## src/rtl/dmem_port_arbiter_if.sv

```systemverilog
// ----------------------------------------------------------------------------
// dmem_port_arbiter_if
//   One requester port of the data-memory arbiter. The MIPS core and the
//   debug/loader port each get one instance.
//   Signals:
//     req     requester -> arbiter  access request, held with its fields until gnt
//     we      requester -> arbiter  1 = write, 0 = read
//     addr    requester -> arbiter  word address (AW bits)
//     wdata   requester -> arbiter  write data (DW bits)
//     gnt     arbiter -> requester  access performed this cycle
//     stall   arbiter -> requester  req & ~gnt
//     rvalid  arbiter -> requester  read data valid, one cycle after a read grant
//     rdata   arbiter -> requester  read data, meaningful only with rvalid
//   Modports: master = requester side, slave = arbiter side.
// ----------------------------------------------------------------------------
interface dmem_port_arbiter_if #(
  parameter int AW = 7,
  parameter int DW = 32
);
  logic          req;
  logic          we;
  logic [AW-1:0] addr;
  logic [DW-1:0] wdata;
  logic          gnt;
  logic          stall;
  logic          rvalid;
  logic [DW-1:0] rdata;

  modport master (
    output req, we, addr, wdata,
    input  gnt, stall, rvalid, rdata
  );

  modport slave (
    input  req, we, addr, wdata,
    output gnt, stall, rvalid, rdata
  );
endinterface

```

## src/rtl/dmem_port_arbiter.sv

```systemverilog
// ----------------------------------------------------------------------------
// dmem_port_arbiter
//   Shares the single-port 128x32 data SRAM between the MIPS core (C port) and
//   a debug/loader port (D port). The core has fixed priority, but a
//   starvation counter forces a D grant once D has lost MAX_WAIT consecutive
//   cycles. Read data comes back one cycle after the grant on the port that
//   issued the read.
//   Ports:
//     clk         clock, all state on posedge
//     rst_n       synchronous active-low reset
//     c_port      CPU requester port (slave modport)
//     d_port      debug/loader requester port (slave modport)
//     o_d_starve  high when the starvation counter is at MAX_WAIT
//     o_mem_cen   SRAM chip enable, active-low
//     o_mem_wen   SRAM write enable, active-low
//     o_mem_oen   SRAM output enable, active-low
//     o_mem_a     SRAM word address
//     o_mem_d     SRAM write data
//     i_mem_q     SRAM read data, valid the cycle after a read strobe
// ----------------------------------------------------------------------------
module dmem_port_arbiter #(
  parameter int AW       = 7,
  parameter int DW       = 32,
  parameter int MAX_WAIT = 4
) (
  input  logic                 clk,
  input  logic                 rst_n,
  dmem_port_arbiter_if.slave   c_port,
  dmem_port_arbiter_if.slave   d_port,
  output logic                 o_d_starve,
  output logic                 o_mem_cen,
  output logic                 o_mem_wen,
  output logic                 o_mem_oen,
  output logic [AW-1:0]        o_mem_a,
  output logic [DW-1:0]        o_mem_d,
  input  logic [DW-1:0]        i_mem_q
);

  localparam logic [3:0] MaxWait = 4'(MAX_WAIT);

  // Which port (if any) owns the SRAM read data arriving next cycle.
  typedef enum logic [1:0] {
    OWN_NONE,
    OWN_C,
    OWN_D
  } owner_t;

  owner_t     r_rdOwner;
  owner_t     w_rdOwnerNext;
  logic [3:0] r_waitCnt;
  logic       w_force;
  logic       w_cGnt;
  logic       w_dGnt;

  // Grant decision: the core wins unless D has waited long enough to be
  // forced, or the core is not asking. Grants are masked during reset so the
  // SRAM sees no strobes while rst_n is low.
  always_comb begin
    w_force = d_port.req & (r_waitCnt == MaxWait);
    w_dGnt  = rst_n & d_port.req & (w_force | ~c_port.req);
    w_cGnt  = rst_n & c_port.req & ~w_dGnt;
  end

  // SRAM strobes and address/data come from the winner; with no winner the
  // strobes are parked inactive and the buses are driven to zero.
  always_comb begin
    o_mem_cen = 1'b1;
    o_mem_wen = 1'b1;
    o_mem_oen = 1'b1;
    o_mem_a   = '0;
    o_mem_d   = '0;
    if (w_dGnt) begin
      o_mem_cen = 1'b0;
      o_mem_wen = ~d_port.we;
      o_mem_oen = d_port.we;
      o_mem_a   = d_port.addr;
      o_mem_d   = d_port.wdata;
    end else if (w_cGnt) begin
      o_mem_cen = 1'b0;
      o_mem_wen = ~c_port.we;
      o_mem_oen = c_port.we;
      o_mem_a   = c_port.addr;
      o_mem_d   = c_port.wdata;
    end
  end

  // Read-owner state register. Reset drops any read still in flight so no
  // rvalid appears after reset is released.
  always_ff @(posedge clk) begin
    if (!rst_n) begin
      r_rdOwner <= OWN_NONE;
    end else begin
      r_rdOwner <= w_rdOwnerNext;
    end
  end

  // Next read owner: a granted read claims the data returning next cycle.
  // Writes complete at the grant edge and produce no response.
  always_comb begin
    w_rdOwnerNext = OWN_NONE;
    if (w_cGnt && !c_port.we) begin
      w_rdOwnerNext = OWN_C;
    end else if (w_dGnt && !d_port.we) begin
      w_rdOwnerNext = OWN_D;
    end
  end

  // Starvation counter: counts consecutive cycles D asked and lost,
  // saturating at MAX_WAIT. Any D grant or a dropped D request clears it.
  always_ff @(posedge clk) begin
    if (!rst_n) begin
      r_waitCnt <= 4'd0;
    end else if (d_port.req && !w_dGnt) begin
      if (r_waitCnt != MaxWait) begin
        r_waitCnt <= r_waitCnt + 4'd1;
      end
    end else begin
      r_waitCnt <= 4'd0;
    end
  end

  // rvalid is gated by rst_n so a read granted just before reset asserts
  // never shows up while reset is held.
  assign c_port.gnt    = w_cGnt;
  assign d_port.gnt    = w_dGnt;
  assign c_port.stall  = c_port.req & ~w_cGnt;
  assign d_port.stall  = d_port.req & ~w_dGnt;
  assign c_port.rvalid = rst_n & (r_rdOwner == OWN_C);
  assign d_port.rvalid = rst_n & (r_rdOwner == OWN_D);
  assign c_port.rdata  = i_mem_q;
  assign d_port.rdata  = i_mem_q;
  assign o_d_starve    = (r_waitCnt == MaxWait);

endmodule
```

## src/flat_wrapper.sv

```systemverilog
// flat-port wrapper written by rule: the top's interface ports become plain ports
module dmem_port_arbiter_flat 
#(
  parameter int AW       = 7,
  parameter int DW       = 32,
  parameter int MAX_WAIT = 4
)
  (clk, rst_n, o_d_starve, o_mem_cen, o_mem_wen, o_mem_oen, o_mem_a, o_mem_d, i_mem_q, c_port_req, c_port_we, c_port_addr, c_port_wdata, c_port_gnt, c_port_stall, c_port_rvalid, c_port_rdata, d_port_req, d_port_we, d_port_addr, d_port_wdata, d_port_gnt, d_port_stall, d_port_rvalid, d_port_rdata);
  dmem_port_arbiter_if #(.AW(AW), .DW(DW)) c_port_i ();
  dmem_port_arbiter_if #(.AW(AW), .DW(DW)) d_port_i ();
  input  logic clk;
  input  logic rst_n;
  output logic o_d_starve;
  output logic o_mem_cen;
  output logic o_mem_wen;
  output logic o_mem_oen;
  output logic [AW-1:0] o_mem_a;
  output logic [DW-1:0] o_mem_d;
  input  logic [DW-1:0] i_mem_q;
  input wire logic [$bits(c_port_i.req)-1:0] c_port_req;
  input wire logic [$bits(c_port_i.we)-1:0] c_port_we;
  input wire logic [$bits(c_port_i.addr)-1:0] c_port_addr;
  input wire logic [$bits(c_port_i.wdata)-1:0] c_port_wdata;
  output wire logic [$bits(c_port_i.gnt)-1:0] c_port_gnt;
  output wire logic [$bits(c_port_i.stall)-1:0] c_port_stall;
  output wire logic [$bits(c_port_i.rvalid)-1:0] c_port_rvalid;
  output wire logic [$bits(c_port_i.rdata)-1:0] c_port_rdata;
  input wire logic [$bits(d_port_i.req)-1:0] d_port_req;
  input wire logic [$bits(d_port_i.we)-1:0] d_port_we;
  input wire logic [$bits(d_port_i.addr)-1:0] d_port_addr;
  input wire logic [$bits(d_port_i.wdata)-1:0] d_port_wdata;
  output wire logic [$bits(d_port_i.gnt)-1:0] d_port_gnt;
  output wire logic [$bits(d_port_i.stall)-1:0] d_port_stall;
  output wire logic [$bits(d_port_i.rvalid)-1:0] d_port_rvalid;
  output wire logic [$bits(d_port_i.rdata)-1:0] d_port_rdata;
  assign c_port_i.req = c_port_req;
  assign c_port_i.we = c_port_we;
  assign c_port_i.addr = c_port_addr;
  assign c_port_i.wdata = c_port_wdata;
  assign c_port_gnt = c_port_i.gnt;
  assign c_port_stall = c_port_i.stall;
  assign c_port_rvalid = c_port_i.rvalid;
  assign c_port_rdata = c_port_i.rdata;
  assign d_port_i.req = d_port_req;
  assign d_port_i.we = d_port_we;
  assign d_port_i.addr = d_port_addr;
  assign d_port_i.wdata = d_port_wdata;
  assign d_port_gnt = d_port_i.gnt;
  assign d_port_stall = d_port_i.stall;
  assign d_port_rvalid = d_port_i.rvalid;
  assign d_port_rdata = d_port_i.rdata;
  dmem_port_arbiter #(.AW(AW), .DW(DW), .MAX_WAIT(MAX_WAIT)) u_core (.clk(clk), .rst_n(rst_n), .c_port(c_port_i), .d_port(d_port_i), .o_d_starve(o_d_starve), .o_mem_cen(o_mem_cen), .o_mem_wen(o_mem_wen), .o_mem_oen(o_mem_oen), .o_mem_a(o_mem_a), .o_mem_d(o_mem_d), .i_mem_q(i_mem_q));
endmodule
```

## config.mk

```make
export PLATFORM = sky130hd
export DESIGN_NAME = dmem_port_arbiter_flat
export DESIGN_NICKNAME = d
export VERILOG_FILES = /design/src/rtl/dmem_port_arbiter_if.sv /design/src/rtl/dmem_port_arbiter.sv /design/src/flat_wrapper.sv
export SDC_FILE = /design/constraint.sdc
export NUM_CORES = 1
export LEC_CHECK = 0
export BUFFER_PORTS_ARGS = -buffer_cell sky130_fd_sc_hd__buf_2
export CAP_MARGIN = 15
export CORE_AREA = 5 5 85 87
export CTS_CLUSTER_DIAMETER = 50
export DETAILED_ROUTE_END_ITERATION = 16
export DIE_AREA = 0 0 90 92
export SLEW_MARGIN = 20
export SYNTH_ARGS = -nofsm -noshare
export SYNTH_HDL_FRONTEND = slang
export SYNTH_SLANG_ARGS = --single-unit
```

## constraint.sdc

```tcl
create_clock -name clk -period 4.4 [get_ports clk]
set_clock_uncertainty 0.1 [all_clocks]
set_input_delay 0.88 -clock clk [delete_from_list [all_inputs] [get_ports clk]]
set_output_delay 0.88 -clock clk [all_outputs]
set_load 0.01 [all_outputs]
```

## Word-level counts from Yosys, hierarchy flattened

Cells that the tools add are included.

| storage, ports and cells | value |
|---|---|
| output and inout bits | 113 |
| bits in latches | 0 |
| memories kept | 0 |
| bits in read-only memories | 0 |
| memory bits (writable) | 0 |
| logic and storage cells | 44 |
| input bits | 116 |
| flip-flop bits (word level) | 6 |

| cells by class | value |
|---|---|
| bitwise operators | 16 |
| order comparisons | 0 |
| multiplexer cells | 12 |
| shift-type cells | 0 |
| multipliers | 0 |
| reduce and logical (&&, ||, !) cells | 8 |
| div/mod/pow operators | 0 |
| equality and inequality tests | 4 |
| $add $sub $neg | 1 |

Operator list:

| kind | number |
|---|---|
| $mux W32 | 2 |
| $mux W7 | 2 |
| $and A1 B1 Y1 | 9 |
| $mux W1 | 7 |
| $not A1 Y1 | 6 |
| $add A4 B1 Y4 const B | 1 |
| $eq A4 B3 Y1 const B | 1 |
| $ne A4 B3 Y1 const B | 1 |
| $logic_and A1 B1 Y1 | 3 |
| $logic_not A1 Y1 | 3 |
| $eq A2 B1 Y1 const B | 1 |
| $eq A2 B2 Y1 const B | 1 |
| $mux W2 | 1 |
| $reduce_and A2 Y1 | 1 |
| $reduce_or A2 Y1 | 1 |
| $or A1 B1 Y1 | 1 |

## Longest topological paths before layout

| depth | value |
|---|---|
| depth after elaboration | 8 |
| gate-level depth with buffers | 7 |
| mapped depth without buffers | 6 |

## Least setup slack after synthesis

Ideal clock, no wire load.

| timing path | value |
|---|---|
| path kind | input port to output port |
| start point | input port d_port_req |
| end point | output port o_mem_d[25] |
| slack | 1.881 ns |
| path buffers | 1 |
| required time | 3.420 ns |
| cell stages on the path | 4 |
| arrival | 1.539 ns |
| cell sequence | nand2_2 > a21oi_4 > buf_6 > a22o_1 |

| between the ends | value |
|---|---|
| longest elaborated chain between the ends | 7 |
| elaborated cells on any way between the ends | 8 |
| those cells by class | 2 x mux; 6 x bitwise |

RTL lines:

| element | RTL line | text |
|---|---|---|
| start, declared | flat_wrapper.sv:28 | `input wire logic [$bits(d_port_i.req)-1:0] d_port_req;` |
| $and A1 B1 Y1 | dmem_port_arbiter.sv:59 | `w_force = d_port.req & (r_waitCnt == MaxWait);` |
| $or A1 B1 Y1 | dmem_port_arbiter.sv:60 | `w_dGnt = rst_n & d_port.req & (w_force \| ~c_port.req);` |
| $and A1 B1 Y1 (*) | dmem_port_arbiter.sv:60 |  |
| named net d_port_gnt | flat_wrapper.sv:32 | `output wire logic [$bits(d_port_i.gnt)-1:0] d_port_gnt;` |
| $not A1 Y1 | dmem_port_arbiter.sv:61 | `w_cGnt = rst_n & c_port.req & ~w_dGnt;` |
| $and A1 B1 Y1 | dmem_port_arbiter.sv:61 |  |
| $mux W32 | dmem_port_arbiter.sv:78 | `end else if (w_cGnt) begin` |
| $mux W32 (*) | dmem_port_arbiter.sv:72 | `if (w_dGnt) begin` |
| end, declared | flat_wrapper.sv:18 | `output logic [DW-1:0] o_mem_d;` |

The timed path passes the listed nets; every way through them passes the cells marked *.

## Worst setup path in the final report

| timing path | value |
|---|---|
| start point | input port c_port_req |
| end point | output port o_mem_d[28] |

| between the ends | value |
|---|---|
| longest elaborated chain between the ends | 7 |
| elaborated cells on any way between the ends | 8 |
| those cells by class | 2 x mux; 6 x bitwise |

RTL lines:

| element | RTL line | text |
|---|---|---|
| start, declared | flat_wrapper.sv:20 | `input wire logic [$bits(c_port_i.req)-1:0] c_port_req;` |
| $not A1 Y1 | dmem_port_arbiter.sv:60 |  |
| $or A1 B1 Y1 | dmem_port_arbiter.sv:60 |  |
| $and A1 B1 Y1 | dmem_port_arbiter.sv:60 |  |
| $not A1 Y1 | dmem_port_arbiter.sv:61 |  |
| $and A1 B1 Y1 | dmem_port_arbiter.sv:61 |  |
| $mux W32 | dmem_port_arbiter.sv:78 |  |
| $mux W32 (*) | dmem_port_arbiter.sv:72 |  |

Mark *: on every way between the ends. The rest lies on a longest branch, timed or not.

==> qor.csv <==
metric,value,unit
cts_buffers,3,
initial_core_util,20.0,%
postCtsResizedCells,0,
critPathBufInv,3,
synthMuxAreaShare,0.797,%
drt_iter0_markers,14,
diodes,0,
rows,29,
synth_compound_area_share,31.4,%
dieArea,8280,sq um
yosysUniqueCellTypes,22,
drtAntennaViolNets,0,
clock-sinks,6,
vias,1258,
synth_top_cell_area_share,38.2,%
dr.max_layer_used,met4,
ioPinCount,229,
crit_top_cell,buf_2,
cts_tree,done,
area.growth.synth_to_final,19.3,%
routed_via_density,4.32,
netlist_instances,149,
grt_setup_unrepaired,false,
dp.final_hpwl,3370,um
grt_max_degree,45,
dr.pass1.iters,3,
p_leak,0.900,nW
wl_met1,1210,um
post-route-min-period,3.16,ns
synthSimpleGateAreaFrac,8.37,%
final_util,23.9,%
routed_wirelength,4000,um
fin_cells,291,
crit_path_end_kind,output pin,
max_freq,316,MHz
dieHeight,92,um
dr_wl_met3,655,um
crit_chain,buf_2 -> nand2_1 -> a21oi_4 -> buf_4 -> a22o_1 -> buf_2,
core-area,6280,sq um
fillCellCount,713,
setup_violations,0,
hold_class,reg2reg,
synth_xor_area_share,0.697,%
cts_buffer_depth,2,
ys_seq_area_share,9.56,%
slew_viol_final,0,
max_stage_delay,0.38,ns
preCtsSetupSlack,1.19,ns
final_cell_mix,"buf_2, a22o_1, dfxtp_1",
hold_violations,0,
numPortBuffers,132,
grt_usage,8.23,%
setup_tns,0,ns
placed_area,1460,sq um
critPathKind,in2out,
path_clk_slew,0.04,ns
clk_latency,0.22,ns
final_common_cell,buf_2,
syn_area,1260,sq um
crit_slowest_cell,a21oi_4,
place_congestion,0.685,
post_cts_buffers,0,
critPathMaxFanout,29,
max_slew_margin,70.1,%
cts_hold_buf,0,
required,3.42,ns
dieWidth,90,um
htreeDepth,1,
yosysTopAreaCell,buf_4,
maxCapViolCount,0,
yosysWarnings,0,
cts_root_buffer,clkbuf_8,
syn_nets,267,
dpl.cell_count,288,
synthTopCellsByArea,"buf_4, a22o_1, dfxtp_1, buf_6, a21oi_4",
wire_per_inst,13.7,um
grt_pass1_vias,1233,
drc,0,
final_area,1500,sq um
start_kind,input port,
worst_pin_slew,0.447,ns
nets,334,
wl_met2,1990,um
synthAdderAreaFrac,1.99,%
syn_avg_cell_area,8.43,sq um
synth_top_family_by_area,buffers and inverters,
antenna_found_initial,0,
peakVddDrop,0.0910,mV
finalCritPeriodShare,71.9,%
outcome,completed,
finalWorstSetupSlack,1.24,ns
powerDensity,170,nW/um^2
grt_pass1_wl,5840,um
drive_gt1_share,66.4,%
overflow,0,
synth.ff_latch_count,6,
crit_arrival,2.18,ns
crit_family,buffers and inverters,
-- registers in the layout (all words and copies together), names as in the netlist --
register and count:
u_core.r_waitCnt 4, u_core.r_rdOwner 2
-- logic make-up after synthesis --
| kind of cell | after synthesis |
|---|---|
| buffers and inverters | 78 |
| AO/OA/AOI/OAI | 44 |
| multiplexers | 1 |
| AND/OR/NAND/NOR | 17 |
| XOR/XNOR | 1 |
| flip-flops | 6 |
| adder cells (fa/ha/maj) | 2 |
-- where the power goes --
part / switching [mW] / internal [mW] / leakage, nW
logic: 0.0540 / 0.0620 / 0.830
registers: 0.000698 / 0.0558 / 0.0487
clock network: 0.0235 / 0.0587 / 0.0216
total: 0.0782 / 0.177 / 0.900
-- path summary, 6_finish.rpt --
| check | startpoint | to | slack, ns | cells past startpoint |
|---|---|---|---|---|
| setup / recovery | c_port_req | o_mem_d[28] | 1.24 | 6 |
| hold reg to reg | u_core.r_waitCnt[0] | u_core.r_waitCnt[0] | 0.39 | 1 |
| hold / removal | u_core.r_waitCnt[0] | u_core.r_waitCnt[0] | 0.39 | 1 |
| setup reg to reg | u_core.r_waitCnt[0] | u_core.r_rdOwner[0] | 2.47 | 7 |
-- through the flow --
| step | total power [mW] | hold slack (ns) |
|---|---|---|
| 2_1_floorplan | 0.174 | 0.353 |
| 5_1_grt | 0.273 | 0.415 |
| 3_3_place_gp | 0.174 | 0.377 |
| 6_report | 0.255 | 0.393 |
| 3_5_place_dp | 0.176 | 0.392 |
| 4_1_cts | 0.259 | 0.399 |
-- worst register-to-register path: stages (launching register included) --
cell      delay (ns)
dfxtp_1         0.37
inv_1           0.06
ha_1            0.23
nand3b_4        0.11
inv_2           0.06
a21oi_4         0.40
buf_4           0.37
and2_1          0.18
-- Yosys cell counts, drive strengths merged --
master and count:
a21oi 2, a22o 39, a22oi 2, and2 2
and2b 1, and3b 1, buf 72, dfxtp 6
ha 2, inv 6, mux2i 1, nand2 4
nand3 1, nand3b 1, nor2 2, nor2b 1
nor3 4, o21ai 1, xnor2 1
-- layout make-up --
cell class | count | area [sq um] | area share (%)
flip-flops and latches | 6 | 120 | 8.01
inverters | 6 | 22.5 | 1.50
multi-input cells | 65 | 543 | 36.2
well taps | 77 | 96.3 | 6.43
clock buffers | 3 | 41.3 | 2.75
repair buffers | 134 | 676 | 45.1
-- per-layer routing --
| layer | vias to the layer above | global-route usage, % |
|---|---|---|
| li1 | 596 | - |
| met1 | 533 | 7.53 |
| met2 | 104 | 14.8 |
| met3 | 25 | 4.50 |
| met4 | 0 | 3.97 |
| met5 | - | 0 |
Power figures use the tool's default switching activity.
